### src/rtl/subckt_bist_pkg.sv
// Shared encodings and polynomials for the subcircuit BIST sequencer.
package subckt_bist_pkg;

    localparam logic [2:0] ST_IDLE  = 3'd0;
    localparam logic [2:0] ST_SEED  = 3'd1;
    localparam logic [2:0] ST_RUN   = 3'd2;
    localparam logic [2:0] ST_FLUSH = 3'd3;
    localparam logic [2:0] ST_DONE  = 3'd4;

    localparam logic [15:0] LFSR_POLY = 16'hB400;
    localparam logic [15:0] MISR_POLY = 16'h1021;

    // Galois right-shift step; a non-zero state never maps to zero.
    function automatic logic [15:0] lfsr_step(input logic [15:0] l);
        return (l >> 1) ^ (l[0] ? LFSR_POLY : 16'h0000);
    endfunction

endpackage

### src/rtl/bist_lfsr_misr.sv
// Pattern LFSR and output-compacting MISR for the subcircuit BIST sequencer.
module bist_lfsr_misr
    import subckt_bist_pkg::*;
#(
    parameter int          N_IN      = 10,
    parameter int          SIG_W     = 16,
    parameter logic [15:0] LFSR_SEED = 16'h0001
) (
    input  logic             clk_i,
    input  logic             rst_i,
    input  logic             load_i,
    input  logic [15:0]      seed_i,
    input  logic             advance_i,
    input  logic             clear_i,
    input  logic             compact_i,
    input  logic             din_i,
    output logic [N_IN-1:0]  vec_o,
    output logic [SIG_W-1:0] sig_o
);

    logic [15:0]      lfsr_q, lfsr_d;
    logic [SIG_W-1:0] sig_q, sig_d;

    always_comb begin
        lfsr_d = lfsr_q;
        if (load_i) begin
            // A zero seed would lock the LFSR, so it selects the default seed.
            lfsr_d = (seed_i == 16'h0000) ? LFSR_SEED : seed_i;
        end else if (advance_i) begin
            lfsr_d = lfsr_step(lfsr_q);
        end
    end

    always_comb begin
        sig_d = sig_q;
        if (clear_i) begin
            sig_d = '0;
        end else if (compact_i) begin
            sig_d = {sig_q[SIG_W-2:0], 1'b0}
                  ^ (sig_q[SIG_W-1] ? SIG_W'(MISR_POLY) : '0)
                  ^ SIG_W'(din_i);
        end
    end

    always_ff @(posedge clk_i or posedge rst_i) begin
        if (rst_i) begin
            lfsr_q <= LFSR_SEED;
            sig_q  <= '0;
        end else begin
            lfsr_q <= lfsr_d;
            sig_q  <= sig_d;
        end
    end

    assign vec_o = lfsr_q[N_IN-1:0];
    assign sig_o = sig_q;

endmodule

### src/rtl/subckt_bist_ctrl.sv
// BIST sequencer: resets the subcircuit, applies LFSR vectors, compacts its
// output into a MISR signature and compares against a golden value.
module subckt_bist_ctrl
    import subckt_bist_pkg::*;
#(
    parameter int          N_IN      = 10,
    parameter int          PAT_COUNT = 1000,
    parameter int          PIPE_LAT  = 2,
    parameter logic [15:0] LFSR_SEED = 16'h0001,
    parameter int          SIG_W     = 16,
    parameter int          RST_CYC   = 2
) (
    input  logic             I1470,
    input  logic             I1477,
    input  logic             start,
    input  logic             abort,
    input  logic [15:0]      seed_in,
    input  logic [SIG_W-1:0] golden,
    output logic [N_IN-1:0]  dut_in,
    output logic             dut_rst,
    input  logic             dut_out,
    output logic             busy,
    output logic             done,
    output logic             pass,
    output logic [SIG_W-1:0] signature
);

    localparam int CNT_W    = $clog2(PAT_COUNT + 1);
    localparam int TMR_MAX  = (RST_CYC > PIPE_LAT) ? RST_CYC : PIPE_LAT;
    localparam int TMR_W    = $clog2(TMR_MAX + 1);
    localparam int FLUSH_LD = (PIPE_LAT > 0) ? PIPE_LAT - 1 : 0;

    logic [2:0]       state_q, state_d;
    logic             acc_q, acc_d;
    logic [15:0]      seed_q, seed_d;
    logic [SIG_W-1:0] golden_q, golden_d;
    logic [TMR_W-1:0] tmr_q, tmr_d;
    logic [CNT_W-1:0] pat_cnt_q, pat_cnt_d;
    logic [N_IN-1:0]  hold_q, hold_d;

    logic             accept, abort_eff, in_run, in_flush;
    logic             load, advance, clear, vld_out, compact;
    logic [N_IN-1:0]  vec;

    assign in_run    = (state_q == ST_RUN);
    assign in_flush  = (state_q == ST_FLUSH);
    assign abort_eff = abort && (state_q != ST_IDLE);
    // start is captured here and acted on one edge later; abort wins a tie.
    assign accept    = start && !abort && !acc_q
                    && ((state_q == ST_IDLE) || (state_q == ST_DONE));

    always_comb begin
        state_d   = state_q;
        acc_d     = accept;
        seed_d    = accept ? seed_in : seed_q;
        golden_d  = accept ? golden  : golden_q;
        tmr_d     = tmr_q;
        pat_cnt_d = pat_cnt_q;
        hold_d    = hold_q;
        load      = 1'b0;
        advance   = 1'b0;
        clear     = 1'b0;
        if (abort_eff) begin
            state_d = ST_IDLE;
            acc_d   = 1'b0;
        end else begin
            case (state_q)
                ST_IDLE, ST_DONE: begin
                    if (acc_q) begin
                        state_d   = ST_SEED;
                        tmr_d     = TMR_W'(RST_CYC - 1);
                        pat_cnt_d = '0;
                        hold_d    = '0;
                        load      = 1'b1;
                        clear     = 1'b1;
                    end
                end
                ST_SEED: begin
                    if (tmr_q == '0) state_d = ST_RUN;
                    else             tmr_d   = tmr_q - 1'b1;
                end
                ST_RUN: begin
                    advance   = 1'b1;
                    hold_d    = vec;
                    pat_cnt_d = pat_cnt_q + 1'b1;
                    if (pat_cnt_q == CNT_W'(PAT_COUNT - 1)) begin
                        state_d = (PIPE_LAT == 0) ? ST_DONE : ST_FLUSH;
                        tmr_d   = TMR_W'(FLUSH_LD);
                    end
                end
                ST_FLUSH: begin
                    if (tmr_q == '0) state_d = ST_DONE;
                    else             tmr_d   = tmr_q - 1'b1;
                end
                default: state_d = ST_IDLE;
            endcase
        end
    end

    always_ff @(posedge I1470 or posedge I1477) begin
        if (I1477) begin
            state_q   <= ST_IDLE;
            acc_q     <= 1'b0;
            seed_q    <= '0;
            golden_q  <= '0;
            tmr_q     <= '0;
            pat_cnt_q <= '0;
            hold_q    <= '0;
        end else begin
            state_q   <= state_d;
            acc_q     <= acc_d;
            seed_q    <= seed_d;
            golden_q  <= golden_d;
            tmr_q     <= tmr_d;
            pat_cnt_q <= pat_cnt_d;
            hold_q    <= hold_d;
        end
    end

    // Flags which cycles' DUT output belongs to an applied vector.
    if (PIPE_LAT == 0) begin : g_nopipe
        assign vld_out = in_run;
    end else begin : g_pipe
        logic [PIPE_LAT-1:0] vld_q, vld_d;
        always_comb begin
            vld_d = (vld_q << 1) | PIPE_LAT'(in_run);
            if (load) vld_d = '0;
        end
        always_ff @(posedge I1470 or posedge I1477) begin
            if (I1477) vld_q <= '0;
            else       vld_q <= vld_d;
        end
        assign vld_out = vld_q[PIPE_LAT-1];
    end

    assign compact = vld_out && (in_run || in_flush) && !abort_eff;

    bist_lfsr_misr #(
        .N_IN      (N_IN),
        .SIG_W     (SIG_W),
        .LFSR_SEED (LFSR_SEED)
    ) u_lfsr_misr (
        .clk_i     (I1470),
        .rst_i     (I1477),
        .load_i    (load),
        .seed_i    (seed_q),
        .advance_i (advance),
        .clear_i   (clear),
        .compact_i (compact),
        .din_i     (dut_out),
        .vec_o     (vec),
        .sig_o     (signature)
    );

    assign dut_in  = in_run ? vec : hold_q;
    assign dut_rst = !(in_run || in_flush);
    assign busy    = (state_q == ST_SEED) || in_run || in_flush;
    assign done    = (state_q == ST_DONE);
    assign pass    = done && (signature == golden_q);

endmodule

### config.mk
export PLATFORM = sky130hd
export DESIGN_NAME = subckt_bist_ctrl
export DESIGN_NICKNAME = d
export VERILOG_FILES = /design/src/rtl/subckt_bist_pkg.sv /design/src/rtl/bist_lfsr_misr.sv /design/src/rtl/subckt_bist_ctrl.sv
export SDC_FILE = /design/constraint.sdc
export NUM_CORES = 1
export LEC_CHECK = 0
export CAP_MARGIN = 20
export CORE_ASPECT_RATIO = 1.75
export CORE_MARGIN = 3
export CORE_UTILIZATION = 66
export CTS_CLUSTER_DIAMETER = 40
export DETAILED_ROUTE_END_ITERATION = 6
export DONT_BUFFER_PORTS = 1
export GPL_TIMING_DRIVEN = 1
export PLACE_DENSITY = 0.82
export REMOVE_ABC_BUFFERS = 1
export SYNTH_ARGS = -nofsm -noshare
export SYNTH_HDL_FRONTEND = slang
export SYNTH_HIERARCHICAL = 1
export SYNTH_SLANG_ARGS = --single-unit
### constraint.sdc
create_clock -name I1470 -period 4.65 [get_ports I1470]
set_input_delay 0.93 -clock I1470 [delete_from_list [all_inputs] [get_ports I1470]]
set_output_delay 0.93 -clock I1470 [all_outputs]
set_load 0.005 [all_outputs]
### Word level (Yosys, flattened, before mapping)

Cells that the tools add are included.

| word-level totals | value |
|---|---|
| output and inout port bits | 30 |
| latch bits | 0 |
| register bits after elaboration | 92 |
| input port bits | 37 |
| memory bits (read-only) | 0 |
| RAM bits | 0 |
| memories kept | 0 |

| operators by class | value |
|---|---|
| divide/modulo/power cells | 0 |
| shift-type cells | 0 |
| equality and inequality tests | 13 |
| muxes and demuxes | 28 |
| bitwise gates (word level) | 5 |
| multipliers | 0 |
| add/sub/neg operators | 2 |
| $lt $le $gt $ge | 0 |
| reductions and logical operators | 28 |

Operators with widths:

| operator | number |
|---|---|
| $mux W16 | 6 |
| $pmux W10 S2 | 2 |
| $mux W10 | 2 |
| $eq A16 B16 Y1 | 1 |
| $logic_not A16 Y1 | 1 |
| $xor A15 B16 Y16 | 1 |
| $xor A16 B1 Y16 | 1 |
| $xor A16 B16 Y16 | 1 |
| $mux W3 | 5 |
| $mux W13 | 1 |
| $pmux W3 S4 | 1 |
| $add A10 B1 Y10 const B | 1 |
| $eq A10 B10 Y1 const B | 1 |
| $mux W2 | 4 |
| $logic_and A1 B1 Y1 | 7 |
| $eq A3 B2 Y1 const B | 2 |
| $mux W1 | 6 |
| $ne A3 B2 Y1 const B | 2 |
| $ne A3 B3 Y1 const B | 2 |
| $pmux W2 S3 | 1 |
| $reduce_bool A2 Y1 | 3 |
| $reduce_bool A3 Y1 | 2 |
| $reduce_and A5 Y1 | 1 |
| $logic_not A1 Y1 | 4 |
| other kinds (13) | 18 |

### Depth between registers and ports, before layout

Gate-level depths: netlist (run 1).

| logic depth | value |
|---|---|
| word-level depth | 6 |
| gate-level depth with buffers | 11 |
| gate-level depth less buffers | 8 |

### Modules after synthesis

Netlist (run 1), hierarchy kept.

Modules (own cells, without submodules):

| module | cells an instance | area each (sq um) | seq. area each (sq um) | instances |
|---|---|---|---|---|
| subckt_bist_ctrl | 309 | 2841.5 | 1501.4 | 1 |
| bist_lfsr_misr | 144 | 1621.6 | 802.0 | 1 |

### Worst setup path after synthesis (run 1)

Ideal clock, no wire load.

| timing path | value |
|---|---|
| path type | reg2out |
| from | register state_q[2] |
| to | output port dut_in[2] |
| arrival | 1.409 ns |
| slack | 2.311 ns |
| buffers on the path | 2 |
| data required time | 3.720 ns |
| stages on the path, launching flop included | 5 |
| cell sequence | dfrtp_1 -> buf_2 -> nor3b_2 -> buf_2 -> mux2_2 |

| on the way | value |
|---|---|
| cells in the longest elaborated chain, start to end | 2 |

Ends and longest elaborated chain:

| element | line | text |
|---|---|---|
| start, declared | subckt_bist_ctrl.sv:33 | `logic [2:0] state_q, state_d;` |
| start signal, assigned | subckt_bist_ctrl.sv:110 | `state_q <= state_d;` |
| $eq A3 B2 Y1 | subckt_bist_ctrl.sv:45 | `assign in_run = (state_q == ST_RUN);` |
| $mux W10 | subckt_bist_ctrl.sv:155 | `assign dut_in = in_run ? vec : hold_q;` |
| end, declared | subckt_bist_ctrl.sv:19 | `output logic [N_IN-1:0] dut_in,` |

Every way passes these cells.

### Worst setup path after layout (run 1)

| timing path | value |
|---|---|
| from | register u_lfsr_misr.sig_q[12] (netlist: u_lfsr_misr/sig_o[12]) |
| to | output port pass |

| on the way | value |
|---|---|
| cells in the longest elaborated chain, start to end | 2 |

Ends and longest elaborated chain:

| element | line | text |
|---|---|---|
| start, declared | bist_lfsr_misr.sv:22 | `logic [SIG_W-1:0] sig_q, sig_d;` |
| start signal, assigned | bist_lfsr_misr.sv:51 | `sig_q <= sig_d;` |
| $eq A16 B16 Y1 | subckt_bist_ctrl.sv:159 | `assign pass = done && (signature == golden_q);` |
| $logic_and A1 B1 Y1 | subckt_bist_ctrl.sv:159 |  |
| end, declared | subckt_bist_ctrl.sv:24 | `output logic pass,` |

Every way passes these cells.

==> metrics.txt, run 1 <==
io pins=67; actual slew at the worst max-slew pin=0.9583 ns; DRC=0; cell taking the most area after synthesis=dfrtp_1; CTS Hold Bufs=0; CTS HTree Levels=3; global-route wire length before repair=15.04 mm; synthesized cell area=4463 sq um; run status=complete, no violations; Max-slew headroom=36.04%; final wirelength=8.869 mm; CP Max Fanout=4; Clock Sinks=92; area delta synth->final=4.738%; Worst setup SP type=flip-flop; clock root cell=clkbuf_16; synthesized flop and latch total=92; final total power=2511 uW; Fin. Hold Viols=0; setup fix buffers added after clock tree synthesis=0; via count=3032; Reg clk slew, reported paths=0.06 ns; Post-synth EDFFs=0; # rows=39; Pleak=0.002186 uW; Syn Inst Count=453; Worst Path Required=3.72 ns; slowest CP cell=dfrtp_1; routability cong.=0.7886; Post-synth top flop=dfrtp_1; initial antenna violation count=0; Core Box Area=6539 sq um; CP Class=reg2out; most frequent cell after synthesis=nand2_1; Synth top area share=51.02%; CTS buffer count=9; fmax=369.5 MHz; fill cell count=507; maximum clock insertion buffer count=2; min Tclk post-route=2.706 ns; # Max-Cap Violations=0; Buffers on Ports=0; Die X=68.16 um; worst path cell trace=xor2_1, nor4_1, nand4_1, nor3_1; Worst Skew=0.008133 ns; fin nets=476; TritonCTS clock tree=built; DR vias/cell=5.786; most frequent cells after synthesis=nand2_1, dfrtp_1, nand3_1, mux2i_1, nor2_1; latest clock arrival within the worst-skew pair=0.34 ns; Buf/Inv on CP=0; Seq/Total Area, Yosys=51.61%; largest net degree at the start of global routing=61; Crit path max-delay family=simple AND/OR/NAND/NOR gates; total negative slack=0 ns; post-route ant nets=0; diodes inserted=0; First-pass DRT Iterations=4; worst hold path class=reg2reg; Slew Viols, Final=0; HPWL after DPL=6.165 mm; Iteration-0 DRC Markers=148; Critical Path Sink Type=output port; power per cell area=537.2 nW/um^2; Chip Height=114.8 um; crit path DAT=1.78 ns; layout cells sized above 1=11.09%; Syn. warnings=6; final setup vio count=0; Max stage delay on crit path=0.45 ns; Initial Util=68.25%; ranking of synthesized cells by area=dfrtp_1, nand2_1, mux2i_1; RSZ-0062 raised after global routing=no; Async S/R FF share, synth=100.0%; Worst VDD drop=361.5 uV; final worst path period share=58.20%; WL/cell=16.93 um; Yosys cell types=43; GRT Residual Overflow=0; synthesized area per cell=9.852 sq um; vias in the first global route=3217; die area=7823 sq um; post_cts resized=0; Tot GR Track Use=25.97%
==> cells by family after synthesis <==
| kind of cell | count (synthesis) | share of synthesized area [%] |
|---|---|---|
| AOI/OAI and AO/OA | 35 | 5.635 |
| xor gates and xnor gates | 30 | 5.887 |
| adders and majority gates | 2 | 0.5606 |
| buffers and inverters | 43 | 5.775 |
| DFF | 92 | 51.61 |
| muxes | 39 | 9.055 |
| and+or+nand+nor | 212 | 21.48 |
==> state kept, by name (all words and copies together), names as in the netlist <==
name	cells
golden_q	16
acc_q	1
pat_cnt_q	10
hold_q	10
seed_q	16
state_q	3
tmr_q	2
g_pipe.vld_q	2
u_lfsr_misr/sig_o	16
u_lfsr_misr/lfsr_q	16
==> worst register-to-register path: stages (launching register included) <==
cell and delay, ns:
dfrtp_1 0.49, nand2b_4 0.22, a211o_1 0.26, buf_4 0.21, nand2_1 0.31, nand2_1 0.12, inv_1 0.59, mux2i_1 0.28
o21ai_1 0.08
==> power by group <==
part | switching, uW | internal, uW | leakage, uW | total (uW)
logic | 334 | 248 | 0.000848 | 582
registers | 232 | 1040 | 0.00121 | 1270
clock network | 279 | 376 | 0.000131 | 655
==> per-stage QoR <==
| step | setup WS (ns) | hold slack, ns | area (sq um) | instances | utilization [%] |
|---|---|---|---|---|---|
| floorplan | 0.9863 | 0.4385 | 4239 | 419 | - |
| global placement | 1.836 | 0.4525 | 4410 | 508 | 67.45 |
| detailed placement | 1.772 | 0.4506 | 4410 | 508 | 67.45 |
| CTS | 1.916 | 0.4647 | 4674 | 524 | 71.49 |
| global route | 1.714 | 0.4915 | 4674 | 524 | 71.49 |
| finish | 1.944 | 0.4574 | 4674 | 524 | 71.49 |
==> layer usage <==
metal	up-vias	share of wire, %	global-route usage [%]	routed length, um
met2	67	55	44.52	4908
met3	19	4.2	4.692	375
met1	1494	38	30.01	3339
met4	0	2.8	13.55	245
met5	-	0	0	0
li1	1452	-	-	-
==> final timing paths <==
kind	slack [ns]	start	cells past startpoint	endpoint
min	0.46	g_pipe.vld_q[0]$_DFF_PP0_	1	g_pipe.vld_q[1]$_DFF_PP0_
min reg2reg	0.46	g_pipe.vld_q[0]$_DFF_PP0_	1	g_pipe.vld_q[1]$_DFF_PP0_
max in group asynchronous	3.45	I1477	2	golden_q[0]$_DFFE_PP0P_
min in group asynchronous	0.57	I1477	2	u_lfsr_misr/lfsr_q[5]$_DFFE_PP0P_
max reg2reg	1.96	state_q[2]$_DFFE_PP0P_	8	u_lfsr_misr/lfsr_q[2]$_DFFE_PP0P_
max	1.94	u_lfsr_misr/sig_o[12]$_DFFE_PP0P_	4	pass
==> cell usage in the layout (no fill, tap or decap), types with 8 or more instances in the layout <==
master,count
nand2_1,127
dfrtp_1,91
nand3_1,29
mux2i_1,28
nor2_1,27
xnor2_1,18
o21ai_1,13
xor2_1,12
clkbuf_16,9
inv_1,8
==> layout make-up <==
class                   count  area, sq um  share of cell area [%]
clock buffers              14        254.0                   5.434
well taps                  82        102.6                   2.195
flip-flops and latches     92         2303                   49.28
multi-input cells         318         1918                   41.03
repair buffers              7        52.55                   1.124
clock inverters             2        10.01                  0.2141
inverters                   9        33.78                  0.7227
Note: power is estimated with default switching activity, not from simulation.
==> run 2: changes to the inputs <==
--- a/config.mk
+++ b/config.mk
@@ -8,12 +8,12 @@
 export CAP_MARGIN = 20
 export CORE_ASPECT_RATIO = 1.75
 export CORE_MARGIN = 3
-export CORE_UTILIZATION = 66
+export CORE_UTILIZATION = 57
 export CTS_CLUSTER_DIAMETER = 40
 export DETAILED_ROUTE_END_ITERATION = 6
 export DONT_BUFFER_PORTS = 1
 export GPL_TIMING_DRIVEN = 1
-export PLACE_DENSITY = 0.82
+export PLACE_DENSITY = 0.75
 export REMOVE_ABC_BUFFERS = 1
 export SYNTH_ARGS = -nofsm -noshare
 export SYNTH_HDL_FRONTEND = slang
==> constraint.sdc (replaced) <==
create_clock -name I1470 -period 2.39 [get_ports I1470]
set_input_delay 0.478 -clock I1470 [delete_from_list [all_inputs] [get_ports I1470]]
set_output_delay 0.478 -clock I1470 [all_outputs]
set_load 0.005 [all_outputs]
==> run 2 against run 1 <==
Critical path depth unchanged. Global-route usage decreased by 4.1 points. Via count decreased by 0.92%. Register-to-register slack got worse by 1.6 ns. Count of clock-buffer cells in the layout decreased by 1. Design area increased by 1.6%. Hold slack got worse by 0.36 ns. Combinational power increased by 100%.
==> metrics.txt, run 2 (synthesis gave the netlist of run 1 again) <==
run status=complete, no violations; final wirelength=8.974 mm; Clock Sinks=92; Worst Path Required=1.91 ns; Worst Skew=0.007382 ns; fin nets=479; Buffers on Ports=0; Fin. Hold Viols=0; Core Box Area=7567 sq um; worst path cell trace=xor2_1, nor4_1, nand4_1, nor3_1; slowest CP cell=dfrtp_1; CTS Hold Bufs=0; worst hold path class=in2async; crit path DAT=1.76 ns; via count=3004; RSZ-0062 raised after global routing=no; GRT Residual Overflow=0; global-route wire length before repair=14.86 mm; HPWL after DPL=6.152 mm; CTS HTree Levels=3; final setup vio count=0; Tot GR Track Use=21.88%; CP Max Fanout=4; Worst VDD drop=734.3 uV; total negative slack=0 ns; commonest cells after routing, fill and taps aside=nand2_1, dfrtp_1, nand3_1, mux2i_1, nor2_1; clock root cell=clkbuf_16; DR vias/cell=5.647; Max stage delay on crit path=0.44 ns; power per cell area=1041 nW/um^2; actual slew at the worst max-slew pin=0.7266 ns; largest net degree at the start of global routing=49; min Tclk post-route=2.237 ns; Max-slew headroom=50.88%; First-pass DRT Iterations=4; TritonCTS clock tree=built; # rows=42; WL/cell=16.87 um; io pins=67; Pleak=0.002217 uW; commonest non-fill, non-tap cell in the layout=nand2_1; Initial Util=58.98%; Reg clk slew, reported paths=0.06 ns; Critical Path Sink Type=output port; die area=8969 sq um; fmax=447.1 MHz; Die X=72.89 um; Post-Place Worst Slack=0.4103 ns; fin cells=532; Chip Height=123.1 um; hold_ws=0.09916 ns; initial antenna violation count=0; Worst setup SP type=flip-flop; # Max-Cap Violations=0; Iteration-0 DRC Markers=131; Buf/Inv on CP=0; maximum clock insertion buffer count=2; DRC=0; post_cts resized=0; CTS buffer count=9; diodes inserted=0; CP Class=reg2out; Placed Cells incl. Taps=517; vias in the first global route=3043; final worst path period share=93.59%; latest clock arrival within the worst-skew pair=0.34 ns; area delta synth->final=6.392%; Crit path max-delay family=simple AND/OR/NAND/NOR gates; post-route ant nets=0; setup fix buffers added after clock tree synthesis=0; Final WS setup=0.1532 ns; routability cong.=0.8051; layout cells sized above 1=11.94%; Slew Viols, Final=0
## run 2: final timing paths
| kind | endpoint | start | cells past startpoint | slack (ns) |
|---|---|---|---|---|
| min | golden_q[8]$_DFFE_PP0P_ | I1477 | 1 | 0.1 |
| max | pass | u_lfsr_misr/sig_o[12]$_DFFE_PP0P_ | 4 | 0.15 |
| max reg2reg | u_lfsr_misr/lfsr_q[8]$_DFFE_PP0P_ | state_q[1]$_DFFE_PP0P_ | 8 | 0.40 |
| max in group asynchronous | hold_q[8]$_DFFE_PP0P_ | I1477 | 2 | 1.70 |
| min in group I1470 | state_q[2]$_DFFE_PP0P_ | abort | 1 | 0.20 |
| min reg2reg | g_pipe.vld_q[1]$_DFF_PP0_ | g_pipe.vld_q[0]$_DFF_PP0_ | 1 | 0.48 |
## run 2: cell type report
cell class,instances,area (sq um)
Clock inverter,2,10.01
Sequential cell,92,2303
Tap cell,88,110.1
Fill cell,645,2819
Timing Repair Buffer,10,112.6
Inverter,9,33.78
Clock buffer,13,260.3
Multi-Input combinational cell,318,1918
## run 2: metrics by stage
step / cell area [sq um] / power, uW / util (%)
global route: 4748 / 5263 / 62.75
CTS: 4748 / 4992 / 62.75
detailed placement: 4478 / 3667 / 59.18
global placement: 4478 / 3595 / 59.18
floorplan: 4239 / 3273 / -
finish: 4748 / 4943 / 62.75
## run 2: metal layers
layer  vias up  GRT usage, %  share of wire, %
li1       1453             -                 -
met1      1467         24.84                39
met2        68         37.50                53
met3        16         5.452               4.7
met4         0         11.09               2.8
met5         -             0                 0
## run 2: power by group
| group | total [uW] | internal, uW | switching, uW |
|---|---|---|---|
| clock | 1290 | 752 | 542 |
| sequential | 2480 | 2030 | 453 |
| combinational | 1170 | 509 | 657 |
